<file path="src/rtl/stopwatch_bcd_if.sv">
// Button inputs and display outputs of the BCD stopwatch, grouped for the scan-stage hookup.
// dbg_state mirrors the control FSM state (0 IDLE, 1 RUN, 2 STOP).
interface stopwatch_bcd_if;
  logic       btn_start;
  logic       btn_clear;
  logic [3:0] num1;
  logic [3:0] num2;
  logic [3:0] num3;
  logic [3:0] num4;
  logic [3:0] dp_n;
  logic       running;
  logic       ovf;
  logic [1:0] dbg_state;

  modport master (output btn_start, btn_clear,
                  input  num1, num2, num3, num4, dp_n, running, ovf, dbg_state);
  modport slave  (input  btn_start, btn_clear,
                  output num1, num2, num3, num4, dp_n, running, ovf, dbg_state);
endinterface

</file>
<file path="src/rtl/stopwatch_bcd.sv">
// SS.hh BCD stopwatch: debounced start/clear buttons, IDLE/RUN/STOP control, prescaled BCD cascade.
// Optional lap-hold display enabled by defining STOPWATCH_LAP_EN.
module stopwatch_bcd #(
  parameter int TICK_DIV   = 500000,
  parameter int DEB_CYCLES = 500000
) (
  input logic           fin,
  input logic           rst_n,
  stopwatch_bcd_if.slave sw
);
  localparam int PRE_W = (TICK_DIV > 1) ? $clog2(TICK_DIV) : 1;
  localparam int DEB_W = $clog2(DEB_CYCLES + 1);

  typedef enum logic [1:0] {IDLE = 2'd0, RUN = 2'd1, STOP = 2'd2} state_t;

  // Index 0 is start, index 1 is clear.
  logic [1:0]       w_raw;
  logic [1:0]       r_s1, r_s2, r_acc, r_ev;
  logic [DEB_W-1:0] r_deb_cnt [2];
  logic             w_ev_start, w_ev_clear;

  assign w_raw      = {sw.btn_clear, sw.btn_start};
  assign w_ev_start = r_ev[0];
  assign w_ev_clear = r_ev[1];

  always_ff @(posedge fin or negedge rst_n) begin
    if (!rst_n) begin
      r_s1 <= '0;
      r_s2 <= '0;
      r_acc <= '0;
      r_ev <= '0;
      for (int i = 0; i < 2; i++) r_deb_cnt[i] <= '0;
    end else begin
      r_s1 <= w_raw;
      r_s2 <= r_s1;
      r_ev <= '0;
      for (int i = 0; i < 2; i++) begin
        if (r_s2[i] == r_acc[i]) begin
          r_deb_cnt[i] <= '0;
        end else if (r_deb_cnt[i] == DEB_W'(DEB_CYCLES)) begin
          r_acc[i]     <= r_s2[i];
          r_deb_cnt[i] <= '0;
          r_ev[i]      <= r_s2[i];
        end else begin
          r_deb_cnt[i] <= r_deb_cnt[i] + 1'b1;
        end
      end
    end
  end

  state_t r_state, w_state_nxt;
  logic   w_do_clear, w_pre_zero;

  always_ff @(posedge fin or negedge rst_n) begin
    if (!rst_n) r_state <= IDLE;
    else        r_state <= w_state_nxt;
  end

  // Start wins in RUN; clear wins in IDLE/STOP.
  always_comb begin
    w_state_nxt = r_state;
    w_do_clear  = 1'b0;
    w_pre_zero  = 1'b0;
    case (r_state)
      IDLE: begin
        if (w_ev_clear) begin
          w_do_clear = 1'b1;
        end else if (w_ev_start) begin
          w_state_nxt = RUN;
          w_pre_zero  = 1'b1;
        end
      end
      RUN: begin
        if (w_ev_start) w_state_nxt = STOP;
      end
      STOP: begin
        if (w_ev_clear) begin
          w_do_clear  = 1'b1;
          w_state_nxt = IDLE;
        end else if (w_ev_start) begin
          w_state_nxt = RUN;
        end
      end
      default: w_state_nxt = IDLE;
    endcase
  end

  logic [PRE_W-1:0] r_pre;
  logic             r_tick;

  always_ff @(posedge fin or negedge rst_n) begin
    if (!rst_n) begin
      r_pre  <= '0;
      r_tick <= 1'b0;
    end else begin
      r_tick <= 1'b0;
      if (w_do_clear || w_pre_zero) begin
        r_pre <= '0;
      end else if (r_state == RUN) begin
        if (r_pre == PRE_W'(TICK_DIV - 1)) begin
          r_pre  <= '0;
          r_tick <= 1'b1;
        end else begin
          r_pre <= r_pre + 1'b1;
        end
      end
    end
  end

  logic [3:0] r_d1, r_d2, r_d3, r_d4;
  logic       r_ovf;

  always_ff @(posedge fin or negedge rst_n) begin
    if (!rst_n) begin
      {r_d1, r_d2, r_d3, r_d4} <= '0;
      r_ovf <= 1'b0;
    end else if (w_do_clear) begin
      {r_d1, r_d2, r_d3, r_d4} <= '0;
      r_ovf <= 1'b0;
    end else if (r_tick) begin
      if (r_d4 == 4'd9) begin
        r_d4 <= 4'd0;
        if (r_d3 == 4'd9) begin
          r_d3 <= 4'd0;
          if (r_d2 == 4'd9) begin
            r_d2 <= 4'd0;
            if (r_d1 == 4'd5) begin
              r_d1  <= 4'd0;
              r_ovf <= 1'b1;
            end else begin
              r_d1 <= r_d1 + 4'd1;
            end
          end else begin
            r_d2 <= r_d2 + 4'd1;
          end
        end else begin
          r_d3 <= r_d3 + 4'd1;
        end
      end else begin
        r_d4 <= r_d4 + 4'd1;
      end
    end
  end

  logic [15:0] w_live, w_disp;
  assign w_live = {r_d1, r_d2, r_d3, r_d4};

`ifdef STOPWATCH_LAP_EN
  logic        w_lap_toggle, w_leave_run;
  logic        r_lap;
  logic [15:0] r_snap;

  assign w_lap_toggle = (r_state == RUN) && w_ev_clear && !w_ev_start;
  assign w_leave_run  = (r_state == RUN) && (w_state_nxt != RUN);

  // Snapshot is taken from the live count visible during the event cycle.
  always_ff @(posedge fin or negedge rst_n) begin
    if (!rst_n) begin
      r_lap  <= 1'b0;
      r_snap <= '0;
    end else if (w_leave_run) begin
      r_lap <= 1'b0;
    end else if (w_lap_toggle) begin
      r_lap <= ~r_lap;
      if (!r_lap) r_snap <= w_live;
    end
  end

  assign w_disp = r_lap ? r_snap : w_live;
`else
  assign w_disp = w_live;
`endif

  assign {sw.num1, sw.num2, sw.num3, sw.num4} = w_disp;
  assign sw.dp_n      = 4'b0100;
  assign sw.running   = (r_state == RUN);
  assign sw.ovf       = r_ovf;
  assign sw.dbg_state = r_state;
endmodule

</file>
<file path="src/flat_wrapper.sv">
// flat-port wrapper written by rule: the top's interface ports become plain ports
module stopwatch_bcd_flat 
#(
  parameter int TICK_DIV   = 500000,
  parameter int DEB_CYCLES = 500000
)
  (fin, rst_n, sw_btn_start, sw_btn_clear, sw_num1, sw_num2, sw_num3, sw_num4, sw_dp_n, sw_running, sw_ovf, sw_dbg_state);
  stopwatch_bcd_if sw_i ();
  input logic fin;
  input logic rst_n;
  input wire logic [$bits(sw_i.btn_start)-1:0] sw_btn_start;
  input wire logic [$bits(sw_i.btn_clear)-1:0] sw_btn_clear;
  output wire logic [$bits(sw_i.num1)-1:0] sw_num1;
  output wire logic [$bits(sw_i.num2)-1:0] sw_num2;
  output wire logic [$bits(sw_i.num3)-1:0] sw_num3;
  output wire logic [$bits(sw_i.num4)-1:0] sw_num4;
  output wire logic [$bits(sw_i.dp_n)-1:0] sw_dp_n;
  output wire logic [$bits(sw_i.running)-1:0] sw_running;
  output wire logic [$bits(sw_i.ovf)-1:0] sw_ovf;
  output wire logic [$bits(sw_i.dbg_state)-1:0] sw_dbg_state;
  assign sw_i.btn_start = sw_btn_start;
  assign sw_i.btn_clear = sw_btn_clear;
  assign sw_num1 = sw_i.num1;
  assign sw_num2 = sw_i.num2;
  assign sw_num3 = sw_i.num3;
  assign sw_num4 = sw_i.num4;
  assign sw_dp_n = sw_i.dp_n;
  assign sw_running = sw_i.running;
  assign sw_ovf = sw_i.ovf;
  assign sw_dbg_state = sw_i.dbg_state;
  stopwatch_bcd #(.TICK_DIV(TICK_DIV), .DEB_CYCLES(DEB_CYCLES)) u_core (.fin(fin), .rst_n(rst_n), .sw(sw_i));
endmodule
</file>
<file path="config.mk">
export PLATFORM = sky130hd
export DESIGN_NAME = stopwatch_bcd_flat
export DESIGN_NICKNAME = d
export VERILOG_FILES = /design/src/rtl/stopwatch_bcd_if.sv /design/src/rtl/stopwatch_bcd.sv /design/src/flat_wrapper.sv
export SDC_FILE = /design/constraint.sdc
export NUM_CORES = 1
export LEC_CHECK = 0
export ABC_AREA = 1
export BUFFER_PORTS_ARGS = -buffer_cell sky130_fd_sc_hd__buf_2
export CORE_MARGIN = 5
export CORE_UTILIZATION = 60
export DETAILED_ROUTE_END_ITERATION = 10
export HOLD_SLACK_MARGIN = 0.03
export PLACE_DENSITY = 0.78
export SLEW_MARGIN = 20
export SYNTH_ARGS = -nofsm -noshare
export SYNTH_HDL_FRONTEND = slang
export SYNTH_SLANG_ARGS = --single-unit
</file>
<file path="constraint.sdc">
create_clock -name fin -period 1.6 [get_ports fin]
set_input_delay 0.08 -clock fin [delete_from_list [all_inputs] [get_ports fin]]
set_output_delay 0.08 -clock fin [all_outputs]
set_load 0.02 [all_outputs]
</file>
Yosys cells after proc, flatten, opt, wreduce, memory -nomap -nowiden

Cells that the tools add are included.

Register bits after elaboration: 85
Input bits: 4
Output and inout bits: 24

$add $sub $neg: 7
Eq/ne operators: 13
Muxes and demuxes: 48
Bitwise logic cells: 2
Reductions and logical operators: 16

Operator list:

| cell                                                            | count |
|---|---|
| 19-bit 2-to-1 mux                                               | 7 |
| 4-bit 2-to-1 mux                                                | 18 |
| 19-bit by 1-bit adder with 19-bit output, second input constant | 3 |
| 19-bit == test, second input constant                           | 3 |
| 1-bit 2-to-1 mux                                                | 18 |
| 4-bit by 1-bit adder with 4-bit output, second input constant   | 4 |
| 4-bit == test, second input constant                            | 3 |
| 2-bit nonzero test                                              | 6 |
| 2-bit 2-to-1 mux                                                | 4 |
| 2-bit AND reduction                                             | 4 |
| 2-bit case mux with 3 select lines                              | 1 |
| 5-bit AND reduction                                             | 1 |
| 4-bit by 3-bit == test with 1-bit output, second input constant | 1 |
| 4-bit AND reduction                                             | 1 |
| 3-bit AND reduction                                             | 1 |
| 1-bit == test                                                   | 2 |
| 2-bit by 1-bit == test with 1-bit output, second input constant | 1 |
| 2-bit == test, second input constant                            | 1 |
| 2-bit logical NOT                                               | 1 |
| 2-bit by 1-bit != test with 1-bit output, second input constant | 1 |
| 2-bit != test, second input constant                            | 1 |
| 1-bit inverter                                                  | 2 |
| 2-bit OR reduction                                              | 1 |
| 1-bit logical OR                                                | 1 |

Longest topological paths before layout

Depth after elaboration: 7
Gate-level depth with buffers: 11

Worst setup path before layout

Ideal clock, no wire load.

Kind: reg-to-reg
From: register u_core.r_d4[0], in the netlist u_core.sw.num4[0]
To: register u_core.r_ovf, in the netlist u_core.sw.ovf
Arrival time: 1.355 ns
Path slack: 0.124 ns
Cell stages (with the launch flop): 9
Buffers on the path: 0
Period minus slack after synthesis: 1.476 ns
Path through: dfrtp_1 -> ha_1 -> nand3_1 -> nand2_1 -> nand2_2 -> nor2_8 -> nand2_4 -> o21ai_1 -> nand2_1

Word-level cells in the longest chain between the ends: 3

Ends and longest elaborated chain:

| item                                 | line                 | RTL |
|---|---|---|
| start: declaration                   | stopwatch_bcd.sv:110 | `logic [3:0] r_d1, r_d2, r_d3, r_d4;` |
| start signal: assignment             | stopwatch_bcd.sv:140 | `r_d4 <= r_d4 + 4'd1;` |
| 4-bit == test                        | stopwatch_bcd.sv:121 | `if (r_d4 == 4'd9) begin` |
| 2-bit nonzero test (no source line)  | n/a                  |  |
| 5-bit AND reduction (no source line) | n/a                  |  |
| end signal: assignment               | stopwatch_bcd.sv:116 | `r_ovf <= 1'b0;` |
| end signal: assignment               | stopwatch_bcd.sv:119 | `r_ovf <= 1'b0;` |
| end signal: assignment               | stopwatch_bcd.sv:129 | `r_ovf <= 1'b1;` |
| end: declaration                     | stopwatch_bcd.sv:111 | `logic r_ovf;` |

Every way passes these cells.
A chain may end at the register's enable or synchronous reset.

Worst setup path in the final report

From: register u_core.r_pre[0]
To: register u_core.r_pre[13]

Word-level cells in the longest chain between the ends: 4
Elaborated cells between the ends (all ways): 5
Classes of those cells: add/sub (1); eq/ne (1); mux (3)

Ends and longest elaborated chain:

| item                                                                              | line                                       | RTL |
|---|---|---|
| start: declaration                                                                | stopwatch_bcd.sv:88                        | `logic [PRE_W-1:0] r_pre;` |
| start signal: assignment                                                          | stopwatch_bcd.sv:104                       | `r_pre <= r_pre + 1'b1;` |
| 19-bit by 1-bit adder with 19-bit output / 19-bit == test (equally long branches) | stopwatch_bcd.sv:104, stopwatch_bcd.sv:100 |  |
| 19-bit 2-to-1 mux (*)                                                             | stopwatch_bcd.sv:100                       | `if (r_pre == PRE_W'(TICK_DIV - 1)) begin` |
| 19-bit 2-to-1 mux (*)                                                             | stopwatch_bcd.sv:99                        | `end else if (r_state == RUN) begin` |
| 19-bit 2-to-1 mux (*)                                                             | stopwatch_bcd.sv:97                        | `if (w_do_clear \|\| w_pre_zero) begin` |

Every way passes the cells marked *; elsewhere a longest branch is shown, timed or not. The select of a mux whose other input is x is not followed.

==> results.py <==
metrics = {
    "global_route": {
        "antenna_found_initial": 0,
        "first_global_vias": 3971,
        "grt_pass1_wl_um": 17300,
        "grt-ovfl-total": 0,
        "grt_max_degree": 86,
        "track_usage_pct": 21.2,
    },
    "synthesis": {
        "post_synth_num_cell_types": 38,
        "ys_ff_latch": 85,
        "yosys.area_share.simple_pct": 34.3,
        "synthMuxAreaShare_pct": 0,
        "synth_adder_area_share_pct": 3.36,
        "synth-seq-area-share_pct": 43.9,
        "yosysWarnings": 0,
        "synth_cells": 622,
        "synth-compound-area-share_pct": 5.66,
        "syn_area_per_cell_um2": 7.79,
        "synthXorXnorAreaFrac_pct": 5.58,
        "synth_top_family_by_area": "simple AND/OR/NAND/NOR gates",
        "synthesis.area_um2": 4840,
    },
    "worst_setup_path": {
        "crit_path_max_incr_delay_ns": 0.43,
        "crit_top_cell": "nand2_1",
        "startpoint": "u_core.r_pre[0]",
        "critPathLaunchType": "flip-flop",
        "cp_max_fo": 6,
        "worstSetupPathType": "flip-flop to flip-flop",
        "worstPathArrival_ns": 1.79,
        "crit_chain": "buf_4, buf_4, nand3_1, inv_1, nand2_1, inv_1, nand2_1, nand2_1, nand3_1, nand2_1",
        "crit_required_ns": 1.87,
        "cpMaxStageDelayCell": "dfrtp_1",
        "r2r_start": "u_core.r_pre[0]",
        "endpoint_kind": "flip-flop",
    },
    "drt": {
        "ant_nets": 0,
        "dr.pass1.iters": 5,
        "wl_um": 10100,
        "vias_per_cell": 5.28,
        "drc": 0,
        "drt_iter0_drc": 118,
        "wl_per_cell_um": 13.1,
        "num_vias": 4070,
    },
    "timing": {
        "setup_ws_ns": 0.0743,
        "drv_slew": 0,
        "skew_ns": 0.0147,
        "hold_violations": 0,
        "fmax_ghz": 0.655,
        "fin_crit_sh_pct": 95.4,
        "fin_setup_tns_ns": 0,
        "min_period_ns": 1.53,
        "setup_violations": 0,
    },
    "placed_design": {
        "io_buffer_count": 23,
        "place_congestion": 0.939,
        "place_area_um2": 5090,
        "place_ws_ns": 0.00673,
        "dp_hpwl_um": 7120,
    },
    "floorplan": {
        "start_util_pct": 62.1,
        "dieHeight_um": 99.9,
        "core_um2": 7810,
        "io_pins": 28,
        "fp.dieArea_um2": 9970,
        "num_rows": 32,
        "die_w_um": 99.9,
    },
    "finish": {
        "layout-drive-gt1-share_pct": 15.1,
        "area_growth_pct": 11.5,
        "fill_cells": 668,
        "fin_area_um2": 5400,
        "final_common_cell": "nand2_1",
        "final_util_pct": 69.2,
        "final_cell_mix": "nand2_1, nor2_1, dfrtp_1, inv_1, nand3_1",
        "n_antenna_cell": 0,
        "nets": 682,
    },
    "clock_network": {
        "cts_tree": "built",
        "clockBufferDepth": 2,
        "clock_latency_ns": 0.37,
        "clkTransAtPathRegs_ns": 0.09,
        "tritoncts.num_buffers": 9,
        "cts_root_buf": "clkbuf_8",
        "cts_htree_levels": 3,
        "clkSinkCount": 85,
    },
    "outcome": {
        "status": "complete, no violations",
    },
    "min_path": {
        "hp-class": "input pin to asynchronous set/reset pin",
    },
    "run": {
        "maxCapViolCount": 0,
    },
    "pwr": {
        "p_per_area_nw_per_um2": 701,
        "leakagePower_nw": 2.56,
        "ir_worst_vdd_uv": 489,
    },
}
[synthesized netlist by cell type]
library cell / instances / area share (%)
nand2_1: 146 / 11
clkinv_1: 1 / 0.077
ha_1: 13 / 3.4
nand3b_1: 6 / 0.93
a21oi_4: 1 / 0.34
a21oi_1: 11 / 1.1
and2_1: 1 / 0.13
o21ai_0: 7 / 0.72
o21ai_2: 2 / 0.36
dfrtp_1: 85 / 44
nor2_1: 105 / 8.1
nand2_4: 2 / 0.46
xnor2_2: 1 / 0.34
conb_1: 2 / 0.16
xnor2_1: 4 / 0.72
buf_6: 2 / 0.46
and3_1: 1 / 0.13
nor3_1: 11 / 1.1
inv_2: 12 / 0.93
buf_4: 4 / 0.62
xor2_1: 25 / 4.5
nand2_2: 5 / 0.65
nand4_1: 18 / 2.3
nor3b_1: 3 / 0.46
nand3_2: 3 / 0.62
nand3_1: 48 / 5.0
o22ai_1: 5 / 0.65
a31oi_1: 1 / 0.13
o21ai_1: 13 / 1.3
inv_1: 62 / 4.8
o21bai_1: 4 / 0.62
nor4_1: 1 / 0.13
buf_2: 1 / 0.10
nor2_4: 4 / 0.93
a21oi_2: 2 / 0.36
nand3_4: 2 / 0.72
nor2_2: 7 / 0.90
nor2_8: 1 / 0.41
[cell families after synthesis]
logic type      after synthesis
compound gates               46
buf+inv                      82
simple gates                364
xor+xnor                     30
flops                        85
fa+ha+maj                    13
other cells                   2
[where the power goes]
part	total, mW	switching (mW)	leakage [nW]	internal, mW
sequential	2.18	0.0160	1.17	2.16
clock	1.47	0.769	0.0919	0.706
combinational	0.132	0.0935	1.30	0.0388
[sequential cells by signal, indices dropped and copies added, names as in the netlist]
name and count:
u_core.sw.num2 4, u_core.r_tick 1, u_core.r_pre 19, u_core.sw.num1 4
u_core.sw.ovf 1, u_core.sw.num4 4, u_core.r_ev 2, u_core.r_s2 2
u_core.sw.num3 4, u_core.r_s1 2, u_core.r_acc 2, u_core.sw.dbg_state 2
u_core.r_deb_cnt 38
[worst paths after layout]
check | endpoint | slack [ns] | depth (start not counted)
setup / recovery | u_core.r_pre[13] | 0.07 | 10
hold / removal | u_core.sw.num2[3] | 0.28 | 3
setup reg to reg | u_core.r_pre[13] | 0.07 | 10
hold reg to reg | u_core.r_s2[1] | 0.36 | 0
max in group asynchronous | u_core.r_deb_cnt[7] | 0.97 | 3
min in group fin | u_core.r_s2[1] | 0.36 | 0
[area by class of cell]
class / instances / area, µm² / area share, %
clock buffer: 10 / 128 / 2.36
clock inverter: 5 / 52.6 / 0.973
inverter: 75 / 284 / 5.26
multi-input combinational: 458 / 2440 / 45.3
sequential: 85 / 2130 / 39.4
tap: 102 / 128 / 2.36
timing repair buffer: 36 / 235 / 4.36
[critical path, delay by kind of cell, from the launching register on]
kind | cells | cell delay (ns)
AND/OR/NAND/NOR | 6 | 0.51
flip-flops | 1 | 0.43
buffers and inverters | 4 | 0.49
[metrics by stage]
step / hold slack, ns / power, mW / std cells
2_1_floorplan: -0.216 / 2.28 / 624
3_3_place_gp: 0.146 / 2.34 / 747
3_5_place_dp: 0.151 / 2.35 / 747
4_1_cts: 0.302 / 3.82 / 765
5_1_grt: 0.322 / 3.95 / 771
6_report: 0.276 / 3.79 / 771
[layer usage]
metal  GRT usage [%]  routed length, µm  vias to the layer above
met3            3.41                403                       16
li1                -                  -                     2064
met2            35.0               5010                       76
met1            27.8               4530                     1914
met4            9.24                176                        0
met5               0                  0                        -
[what timing repair did]
| action | 4_1_cts | 5_1_grt |
|---|---|---|
| hold endpoints to repair | 87 | 0 |
| gates resized for setup | 0 | 16 |
| cloned | 0 | 1 |
| setup endpoints to repair | 7 | 31 |
| pin swaps | 0 | 5 |
| buffers inserted | 0 | 5 |
| hold buffers | 3 | 0 |
No activity file was read; power rests on OpenSTA's default activity.
